File: src/rtl/frame_writer_pkg.sv
`default_nettype none
// ============================================================================
// Module  : frame_writer_pkg
// Brief   : Shared state encoding and header field layout for the column
//           frame writer.
// Rev     : 1.0  initial release
// ============================================================================
package frame_writer_pkg;

  localparam int WORD_W       = 32;
  localparam int SYNC_W       = 16;
  localparam int HDR_SYNC_MSB = 31;
  localparam int HDR_SYNC_LSB = 16;
  localparam int HDR_IDX_MSB  = 4;
  localparam int HDR_IDX_LSB  = 0;
  localparam int IDX_W        = HDR_IDX_MSB - HDR_IDX_LSB + 1;

  typedef enum logic [2:0] {
    IDLE   = 3'd0,
    LOAD   = 3'd1,
    DROP   = 3'd2,
    CHECK  = 3'd3,
    STROBE = 3'd4
  } fcw_state_e;

endpackage
`default_nettype wire

File: src/rtl/frame_strobe_decoder.sv
`default_nettype none
// ============================================================================
// Module  : frame_strobe_decoder
// Brief   : Registered index-to-one-hot decode; output is a single-cycle pulse
//           on the cycle after i_en.
// Rev     : 1.0  initial release
// ============================================================================
module frame_strobe_decoder
  import frame_writer_pkg::*;
#(
  parameter int NUM_OUT = 20
) (
  input  logic               clk,
  input  logic               rst_n,
  input  logic               i_en,
  input  logic [IDX_W-1:0]   i_idx,
  output logic [NUM_OUT-1:0] o_strobe
);

  logic [NUM_OUT-1:0] r_strobe;
  logic [NUM_OUT-1:0] w_onehot;

  always_comb begin
    w_onehot = '0;
    for (int i = 0; i < NUM_OUT; i++) begin
      w_onehot[i] = (32'(i_idx) == i);
    end
  end

  always_ff @(posedge clk or negedge rst_n) begin
    if (!rst_n) begin
      r_strobe <= '0;
    end else begin
      r_strobe <= i_en ? w_onehot : '0;
    end
  end

  assign o_strobe = r_strobe;

endmodule
`default_nettype wire

File: src/rtl/frame_column_writer.sv
`default_nettype none
// ============================================================================
// Module  : frame_column_writer
// Brief   : Assembles header + NumRows data words into one column frame and
//           pulses the matching FrameStrobe bit. Define FRAME_WRITER_CRC_EN to
//           require a trailing XOR check word before the strobe.
// Rev     : 1.0  initial release
// ============================================================================
module frame_column_writer
  import frame_writer_pkg::*;
#(
  parameter int                MaxFramesPerCol = 20,
  parameter int                FrameBitsPerRow = 32,
  parameter int                NumRows         = 2,
  parameter logic [SYNC_W-1:0] SyncWord        = 16'hFAB0
) (
  input  logic                               CLK,
  input  logic                               resetn,
  input  logic [WORD_W-1:0]                  s_data,
  input  logic                               s_valid,
  output logic                               s_ready,
  output logic [FrameBitsPerRow*NumRows-1:0] FrameData,
  output logic [MaxFramesPerCol-1:0]         FrameStrobe,
  output logic                               busy,
  output logic                               err_hdr,
  output logic                               err_crc
);

  localparam int ROW_W = (NumRows > 1) ? $clog2(NumRows) : 1;

  if (FrameBitsPerRow != WORD_W) begin : g_bad_row_width
    $error("FrameBitsPerRow must equal the 32-bit stream word width");
  end

  fcw_state_e                       r_state;
  logic [ROW_W-1:0]                 r_row;
  logic [IDX_W-1:0]                 r_idx;
  logic [FrameBitsPerRow*NumRows-1:0] r_frame_data;
  logic                             r_s_ready;
  logic                             r_busy;
  logic                             r_err_hdr;

  logic              w_xfer;
  logic              w_last_row;
  logic              w_sync_ok;
  logic              w_idx_ok;
  logic              w_to_strobe;
  logic [IDX_W-1:0]  w_hdr_idx;

  assign w_xfer     = s_valid && r_s_ready;
  assign w_last_row = (r_row == ROW_W'(NumRows - 1));
  assign w_hdr_idx  = s_data[HDR_IDX_MSB:HDR_IDX_LSB];
  assign w_sync_ok  = (s_data[HDR_SYNC_MSB:HDR_SYNC_LSB] == SyncWord);
  assign w_idx_ok   = (32'(w_hdr_idx) < MaxFramesPerCol);

`ifdef FRAME_WRITER_CRC_EN
  logic [WORD_W-1:0] r_crc;
  logic              r_err_crc;

  assign w_to_strobe = w_xfer && (r_state == CHECK) && (s_data == r_crc);
  assign err_crc     = r_err_crc;
`else
  assign w_to_strobe = w_xfer && (r_state == LOAD) && w_last_row;
  assign err_crc     = 1'b0;
`endif

  always_ff @(posedge CLK or negedge resetn) begin
    if (!resetn) begin
      r_state      <= IDLE;
      r_row        <= '0;
      r_idx        <= '0;
      r_frame_data <= '0;
      r_s_ready    <= 1'b0;
      r_busy       <= 1'b0;
      r_err_hdr    <= 1'b0;
`ifdef FRAME_WRITER_CRC_EN
      r_crc        <= '0;
      r_err_crc    <= 1'b0;
`endif
    end else begin
      r_err_hdr <= 1'b0;
`ifdef FRAME_WRITER_CRC_EN
      r_err_crc <= 1'b0;
`endif
      case (r_state)
        IDLE: begin
          // ready rises here on the first edge after reset release
          r_s_ready <= 1'b1;
          if (w_xfer) begin
            if (!w_sync_ok) begin
              r_err_hdr <= 1'b1;
            end else if (!w_idx_ok) begin
              r_err_hdr <= 1'b1;
              r_row     <= '0;
              r_busy    <= 1'b1;
              r_state   <= DROP;
            end else begin
              r_idx   <= w_hdr_idx;
              r_row   <= '0;
              r_busy  <= 1'b1;
              r_state <= LOAD;
`ifdef FRAME_WRITER_CRC_EN
              r_crc   <= s_data;
`endif
            end
          end
        end
        LOAD: begin
          if (w_xfer) begin
            for (int r = 0; r < NumRows; r++) begin
              if (r_row == ROW_W'(r)) begin
                r_frame_data[r*FrameBitsPerRow +: FrameBitsPerRow] <= s_data;
              end
            end
            r_row <= r_row + 1'b1;
`ifdef FRAME_WRITER_CRC_EN
            r_crc <= r_crc ^ s_data;
            if (w_last_row) begin
              r_row   <= '0;
              r_state <= CHECK;
            end
`else
            if (w_last_row) begin
              r_row     <= '0;
              r_s_ready <= 1'b0;
              r_state   <= STROBE;
            end
`endif
          end
        end
        DROP: begin
          if (w_xfer) begin
            r_row <= r_row + 1'b1;
            if (w_last_row) begin
              r_row   <= '0;
              r_busy  <= 1'b0;
              r_state <= IDLE;
            end
          end
        end
`ifdef FRAME_WRITER_CRC_EN
        CHECK: begin
          if (w_xfer) begin
            if (s_data == r_crc) begin
              r_s_ready <= 1'b0;
              r_state   <= STROBE;
            end else begin
              r_err_crc <= 1'b1;
              r_busy    <= 1'b0;
              r_state   <= IDLE;
            end
          end
        end
`endif
        STROBE: begin
          r_s_ready <= 1'b1;
          r_busy    <= 1'b0;
          r_state   <= IDLE;
        end
        default: begin
          r_s_ready <= 1'b1;
          r_busy    <= 1'b0;
          r_state   <= IDLE;
        end
      endcase
    end
  end

  frame_strobe_decoder #(
    .NUM_OUT (MaxFramesPerCol)
  ) u_strobe_dec (
    .clk      (CLK),
    .rst_n    (resetn),
    .i_en     (w_to_strobe),
    .i_idx    (r_idx),
    .o_strobe (FrameStrobe)
  );

  assign s_ready   = r_s_ready;
  assign busy      = r_busy;
  assign err_hdr   = r_err_hdr;
  assign FrameData = r_frame_data;

endmodule
`default_nettype wire

File: config.mk
export PLATFORM = sky130hd
export DESIGN_NAME = frame_column_writer
export DESIGN_NICKNAME = d
export VERILOG_FILES = /design/src/rtl/frame_writer_pkg.sv /design/src/rtl/frame_strobe_decoder.sv /design/src/rtl/frame_column_writer.sv
export SDC_FILE = /design/constraint.sdc
export NUM_CORES = 1
export LEC_CHECK = 0
export ABC_CLOCK_PERIOD_IN_PS = 4520
export CAP_MARGIN = 20
export CORE_UTILIZATION = 60
export DETAILED_ROUTE_END_ITERATION = 6
export DONT_BUFFER_PORTS = 1
export PLACE_DENSITY = 0.78
export RECOVER_POWER = 25
export SETUP_SLACK_MARGIN = 0.2
export SLEW_MARGIN = 20
export SYNTH_ARGS = -nofsm -noshare
export SYNTH_HDL_FRONTEND = slang
export SYNTH_SLANG_ARGS = --single-unit
File: constraint.sdc
create_clock -name CLK -period 4.52 [get_ports CLK]
set_input_delay 0.678 -clock CLK [delete_from_list [all_inputs] [get_ports CLK]]
set_output_delay 0.678 -clock CLK [all_outputs]
set_load 0.005 [all_outputs]
==> impl_results.md, run 1 <==
- Status: complete, but fails checks
- Failing checks: design-rule violations, max-capacitance violations, max-slew violations
- Postcts setup bufs: 0
- Drt wl/cell: ~19 µm
- Largest family of logic cells by synthesized area: simple AND/OR/NAND/NOR gates
- Mapped Nets: about 350
- Chip height: 80.1 µm
- Routability cong.: 0.744
- Int Pwr: around 1.1 mW
- DRC violations left: 2
- Sw Ratio: 0.213
- Max Used Layer: met4
- Worst endpoint data arrival time: 2.40 ns
- WP data required: ~4.5 ns
- Synth Area in Adders: 0
- Number of I/O port buffers: 0
- Layout cells sized above 1: 0.190
- Clock Latency Late Sink: around 0.35 ns
- Syn avg cell area: between 10 and 15 µm²
- Largest net degree at the start of global routing: 97
- Fin. max-slew vios: between 40 and 50
- Min cycle time layout: between 2 and 2.5 ns
- Synth Area in Compound Gates: 0.0191
- DP Cell Count: 374
- Nets: between 300 and 400
- TritonCTS clock tree: built
- CP startpoint kind: primary input
- Via Count: around 2200
- Die Wd: approximately 80 µm
- Met1 wire length: 3080 µm
- TritonRoute pass-1 iters: 6
- Number of vias per cell: roughly 5.7
- CP max stage cell: clkbuf_1
- Area of placed instances: 3710 µm²
- Crit Reg-Reg Endpoint: u_strobe_dec.o_strobe[16]
- Slew Limit Headroom: -0.628
- Endpoints failing setup: 0
- Seq cells post-synth: 96
- Final ANT Viol Nets: 0
- Clock Power Share: 0.381
- All-Layer GR Usage: 0.228
- CTS clk-pin slew, worst paths: roughly 0.08 ns
- # fillers: 440
- Fraction of registers with async set/reset: 1.00
- Cts bufs inserted: 9
- Initial Util: 0.622
- Worst-Margin Slew: roughly 2.4 ns
- Routed wl met3: 565 µm
- Crit path buf inv count: 1
- Gate power share: 0.013
- Crit path largest cell delay: 1.71 ns
- Synthesized area: about 3700 µm²
- CP max FO: 47
- Register area share after synthesis: 0.656
- H-tree levels: 3
- Post-CTS Hold Fix Bufs: 0
- Max-cap violations: 1
- Multi-input logic area: roughly 1200 µm²
- Initial antenna violation count: 0
- Final Instance Area: between 3000 and 4000 µm²
- Setup TNS: 0 ns
- RSZ-0062 raised after global routing: false
- Net load switching power: just over 0.3 mW
- Global route total overflow: 0
- Gate count of the mapped netlist: just over 300
- Flop2flop setup slack: approximately 2.5 ns
- DR WL met2: about 3700 µm
- Final hold vios: 0
- CTS Buffer Depth: 2
- Initial DRC Count: ~170
- Count of cells resized by post-cts repair: 0
- Cell variety after synth: 37
- DPL Wire Length: about 4800 µm
- Final Non-Filler Cells: ~390
- Top cell type's share of synthesized area: 0.656
- Root buffer cell: clkbuf_8
- Crit path from: resetn
- N_diodes: 0
- Peak supply drop: 0.289 mV
- Rows: 28
- Main area contributors after synthesis: dfrtp_1, nand2_1, mux2_2
- Clock Sinks: between 90 and 100
- Critical path, cell by cell: clkbuf_1
- Crit path depth: 1
- CP endpoint kind: async pin
- Worst setup margin: about 2.1 ns
- Commonest cells after routing, fill and taps aside: nand2_1, dfrtp_1, mux2_2
- Final WL: around 7500 µm
- Crit Reg-Reg Startpoint: r_state[1]
- Post-synthesis cell type with the largest combined area: dfrtp_1
- Post-synth EDFFs: 0
- Io pins: 123
- Tightest Hold Check Type: primary input to async pin
- LEAKAGE: between 2 and 2.5 nW
- Worst clock skew: approximately 0.015 ns
- Simple-gate portion of the synthesized area: 0.183
- Power per standard cell area: 362 nW/µm²
- YS warnings: 0
- Flop pwr share: 0.607
- Synth Area in XOR/XNOR: 0.00239
- First-pass GRT wire length: approximately 11000 µm
- Dominant synthesized flop cell: dfrtp_1
- Core box area: slightly below 6000 µm²
- Crit share post-route: 0.544
- Cell family with most CP delay: buffers and inverters
- Total die area: about 6400 µm²
- R2r worst-path depth: 5
- Area growth syn-to-layout: 7.01%
- Worst Setup Path Type: primary input to async pin
- Number of global-route vias before repair: about 2200
- Mux contribution to synthesized area: 0.119
- Setup Slack @ Placement: about 2.0 ns
- Most common cell after layout, fill and taps aside: nand2_1
- FF+latch area: ~2400 µm²
- FMAX: between 0.4 and 0.5 GHz
registers in the layout (all words and copies together) (netlist names):
name and cells:
busy 1, r_idx 5, r_state 3, r_row 1, s_ready 1, u_strobe_dec.o_strobe 20, FrameData 64, err_hdr 1
through the flow:
step	power, mW	hold slack (ns)	util
after floorplan	0.882	0.382	-
after global placement	0.882	0.384	0.630
after detailed placement	0.882	0.384	0.630
after CTS	1.41	0.00613	0.661
after global routing	1.46	-0.00443	0.665
final	1.42	0.0275	0.665
power by group through the flow:
stage	Clock, mW	Combinational (mW)	Sequential [mW]
floorplan	0	0.00571	0.876
global placement	0	0.00589	0.876
detailed placement	0	0.00600	0.876
CTS	0.542	0.00603	0.859
global route	0.583	0.0206	0.859
finish	0.539	0.0180	0.859
how the worst max path moves through the flow:
| stage | end | slack [ns] |
|---|---|---|
| 2_1_floorplan | r_idx[0] | 2.24 |
| 3_3_place_gp | r_idx[4] | 2.07 |
| 3_5_place_dp | r_idx[2] | 2.04 |
| 4_1_cts | r_idx[2] | 2.41 |
| 5_1_grt | u_strobe_dec.o_strobe[17] | 1.58 |
| 6_report | u_strobe_dec.o_strobe[3] | 2.06 |
layout make-up:
cell class                      instances  share of cell area
Sequential cell                        96               0.613
Timing Repair Buffer                    6              0.0118
Inverter                                1            0.000958
Multi-Input combinational cell        199               0.303
Tap cell                               75              0.0240
Clock inverter                          5              0.0150
Clock buffer                            9              0.0316
cells in the mapped netlist (all sizes together) (2+ instances only):
master / number
nand2: 103
dfrtp: 96
mux2: 37
nor2: 17
buf: 7
clkbuf: 7
nand2b: 5
nor3: 5
o21ai: 4
nand3: 3
nand3b: 3
nor4: 3
nand4b: 2
or4: 2
per-layer routing:
layer  global-route usage  vias up
met5                    0        -
met4               0.0875        0
met2                0.356       96
li1                     -     1019
met1                0.295     1115
met3               0.0773       10
cells by family after synthesis:
group / Yosys count
simple gates: 150
flops: 96
mux: 37
buf+inv: 15
compound gates: 10
xor+xnor: 1
other cells: 1
Power figures use the tool's default switching activity.
==> run 2, diff against run 1 <==
--- a/config.mk
+++ b/config.mk
@@ -5,12 +5,12 @@
 export SDC_FILE = /design/constraint.sdc
 export NUM_CORES = 1
 export LEC_CHECK = 0
-export ABC_CLOCK_PERIOD_IN_PS = 4520
+export ABC_CLOCK_PERIOD_IN_PS = 2220
 export CAP_MARGIN = 20
-export CORE_UTILIZATION = 60
+export CORE_UTILIZATION = 56
 export DETAILED_ROUTE_END_ITERATION = 6
 export DONT_BUFFER_PORTS = 1
-export PLACE_DENSITY = 0.78
+export PLACE_DENSITY = 0.76
 export RECOVER_POWER = 25
 export SETUP_SLACK_MARGIN = 0.2
 export SLEW_MARGIN = 20
==> constraint.sdc (replaced) <==
create_clock -name CLK -period 2.22 [get_ports CLK]
set_input_delay 0.333 -clock CLK [delete_from_list [all_inputs] [get_ports CLK]]
set_output_delay 0.333 -clock CLK [all_outputs]
set_load 0.005 [all_outputs]
==> run 2 against run 1 <==
The run ends with negative hold slack left. Cell count increased by 1.0%. Clock power up 130%. Sequential power increased by 100%. Die area increased by 7.0%. Non-clock buffer count did not move. Cell area up 1.2%. Worst setup slack got worse by 1.6 ns. Largest cell class unchanged. Largest power group unchanged.
==> impl_results.md, run 2 (synthesis results as in run 1) <==
- Routability cong.: 0.794 (was 0.744)
- Drt wl/cell: 17.2 µm (was 19.2 µm)
- CTS clk-pin slew, worst paths: 0.09 ns (was 0.08 ns)
- Final WL: 6800 µm (was 7490 µm)
- Global route total overflow: 0 (unchanged)
- Largest register FFs: 64 (unchanged)
- Largest net degree at the start of global routing: 97 (unchanged)
- CP max FO: 7 (was 47)
- Sw Ratio: 0.192 (was 0.213)
- DRC violations left: 0 (was 2)
- Layout cells sized above 1: 0.208 (was 0.190)
- First-pass GRT wire length: 11300 µm (was 10800 µm)
- DPL Wire Length: 4540 µm (was 4800 µm)
- Nets: 348 (unchanged)
- Cts bufs inserted: 9 (unchanged)
- Failing checks: negative hold slack (was design-rule violations, max-capacitance violations, max-slew violations)
- TritonRoute pass-1 iters: 4 (was 6)
- Setup TNS: 0 ns (unchanged)
- Fin. max-slew vios: 0 (was 48)
- Min cycle time layout: between 1.5 and 2 ns
- Postcts setup bufs: 0 (unchanged)
- Peak supply drop: 0.446 mV (was 0.289 mV)
- Clock Latency Late Sink: 0.35 ns (about the same)
- Worst clock skew: 0.00664 ns (was 0.0147 ns)
- Total die area: 6860 µm² (was 6420 µm²)
- Final Instance Area: 3960 µm² (was 3920 µm²)
- WP data required: 2.48 ns (was 4.47 ns)
- Root buffer cell: clkbuf_8 (unchanged)
- CP max stage cell: or4b_2 (was clkbuf_1)
- Chip height: 82.8 µm (was 80.1 µm)
- Most common cell after layout, fill and taps aside: nand2_1 (unchanged)
- Core box area: 6310 µm² (was 5890 µm²)
- # fillers: 502 (was 440)
- Power per standard cell area: 756 nW/µm² (was 362 nW/µm²)
- TritonCTS clock tree: built (unchanged)
- R2r worst-path depth: 4 (was 5)
- Worst endpoint data arrival time: 2.05 ns (was 2.40 ns)
- N_diodes: 0 (unchanged)
- Endpoints failing setup: 0 (unchanged)
- Number of I/O port buffers: 0 (unchanged)
- Net load switching power: 0.576 mW (was 0.302 mW)
- Tightest Hold Check Type: primary input to async pin (unchanged)
- Crit Reg-Reg Startpoint: r_state[0] (was r_state[1])
- Die Wd: 82.8 µm (was 80.1 µm)
- Number of vias per cell: 5.54 (was 5.73)
- Critical path, cell by cell: nor2b_1 > nand3_2 > or4b_2 > nor3_1 (was clkbuf_1)
- Via Count: 2190 (was 2240)
- Initial antenna violation count: 0 (unchanged)
- Status: complete, but fails checks (unchanged)
- Clock Power Share: 0.412 (was 0.381)
- Area growth syn-to-layout: 8.27% (was 7.01%)
- Gate power share: 0.004 (was 0.013)
- Layout Utilization: 0.628 (was 0.665)
- Rows: 29 (was 28)
- Minimum hold slack: -0.330 ns (was 0.0275 ns)
- Overall power: 2.99 mW (was 1.42 mW)
- Worst Setup Path Type: flop to flop (was primary input to async pin)
- Crit share post-route: 0.806
- CP startpoint kind: flop (was primary input)
- CP endpoint kind: flop (was async pin)
- All-Layer GR Usage: 0.212 (was 0.228)
- RSZ-0062 raised after global routing: false (unchanged)
- FMAX: between 0.5 and 0.6 GHz
- Io pins: 123 (unchanged)
- Initial DRC Count: 164 (was 168)
- Final ANT Viol Nets: 0 (unchanged)
- Commonest cells after routing, fill and taps aside: nand2_1, dfrtp_1, mux2_2 (unchanged)
- LEAKAGE: 2.07 nW (was 2.05 nW)
- Int Pwr: 2.42 mW (was 1.11 mW)
- CTS Buffer Depth: 2 (unchanged)
- Max-cap violations: 0 (was 1)
- Number of global-route vias before repair: 2237 (was 2166)
- Final hold vios: 96 (was 0)
- Flop2flop setup slack: 0.43 ns (was 2.50 ns)
- Clock Sinks: 96 (unchanged)
- H-tree levels: 3 (unchanged)
- Crit path largest cell delay: 0.68 ns (was 1.71 ns)
- Area of placed instances: 3740 µm² (was 3710 µm²)
- Crit Reg-Reg Endpoint: u_strobe_dec.o_strobe[16] (unchanged)
- Flop pwr share: 0.584 (was 0.607)
- Initial Util: 0.580 (was 0.622)
run 2: cell types whose count changed in the layout (fill, tap and decap cells not counted):
| cell | delta |
|---|---|
| bufinv_16 | +1 |
| buf_4 | +3 |
| nand3_2 | +1 |
| dlygate4sd3_1 | -2 |
| clkbuf_8 | +1 |
| and3_2 | +1 |
| and3_1 | -1 |
| nand3_1 | -1 |
| inv_6 | -1 |
run 2: how the worst max path moves through the flow:
| stage | start | end | slack, ns | cells past startpoint |
|---|---|---|---|---|
| 5_1_grt | r_state[2] | r_idx[2] | 0.26 | 4 |
| 3_5_place_dp | s_data[17] | r_idx[2] | 0.16 | 4 |
| 3_3_place_gp | s_data[17] | r_idx[2] | 0.20 | 4 |
| 4_1_cts | r_state[2] | r_idx[2] | 0.35 | 4 |
| 6_report | r_state[0] | u_strobe_dec.o_strobe[16] | 0.43 | 4 |
| 2_1_floorplan | s_data[17] | r_idx[0] | 0.29 | 5 |
run 2: timing repair:
| action | 4_1_cts | 5_1_grt |
|---|---|---|
| hold endpoints to repair | 96 | 96 |
| setup endpoints to repair | 0 | 5 |
| gates resized for setup | 0 | 1 |
run 2: per-stage QoR:
| step | worst slack (ns) | hold slack [ns] | cells |
|---|---|---|---|
| finish | 0.430 | -0.330 | 395 |
| global route | 0.257 | -0.364 | 395 |
| CTS | 0.355 | -0.343 | 395 |
| detailed placement | 0.165 | 0.0391 | 379 |
| global placement | 0.198 | 0.0392 | 379 |
| floorplan | 0.289 | 0.0374 | 310 |
run 2: power groups by stage:
stage / sequential (mW) / clock (mW) / combinational (mW)
after global routing: 1.75 / 1.34 / 0.0139
after floorplan: 1.78 / 0 / 0.0116
after CTS: 1.75 / 1.25 / 0.0124
after detailed placement: 1.78 / 0 / 0.0123
final: 1.75 / 1.23 / 0.0123
after global placement: 1.78 / 0 / 0.0121
run 2: area by class of cell:
cell class	instances	area, µm²	area share
flip-flops and latches	96	2400	0.606
multi-input cells	199	1190	0.301
clock buffers	11	141	0.0357
well taps	77	96.3	0.0243
clock inverters	5	80.1	0.0202
repair buffers	6	45.0	0.0114
inverters	1	3.75	0.000947
run 2: critical path: cells and delay by family (launching register included):
| kind | cells | cell delay (ns) |
|---|---|---|
| simple gates | 4 | 1.26 |
| flops | 1 | 0.44 |
run 2: metal layers:
layer	part of all wire	track usage	up-vias
met5	0	0	-
met4	0.018	0.0815	0
met3	0.077	0.0686	10
met2	0.47	0.318	93
met1	0.43	0.288	1066
li1	-	-	1021
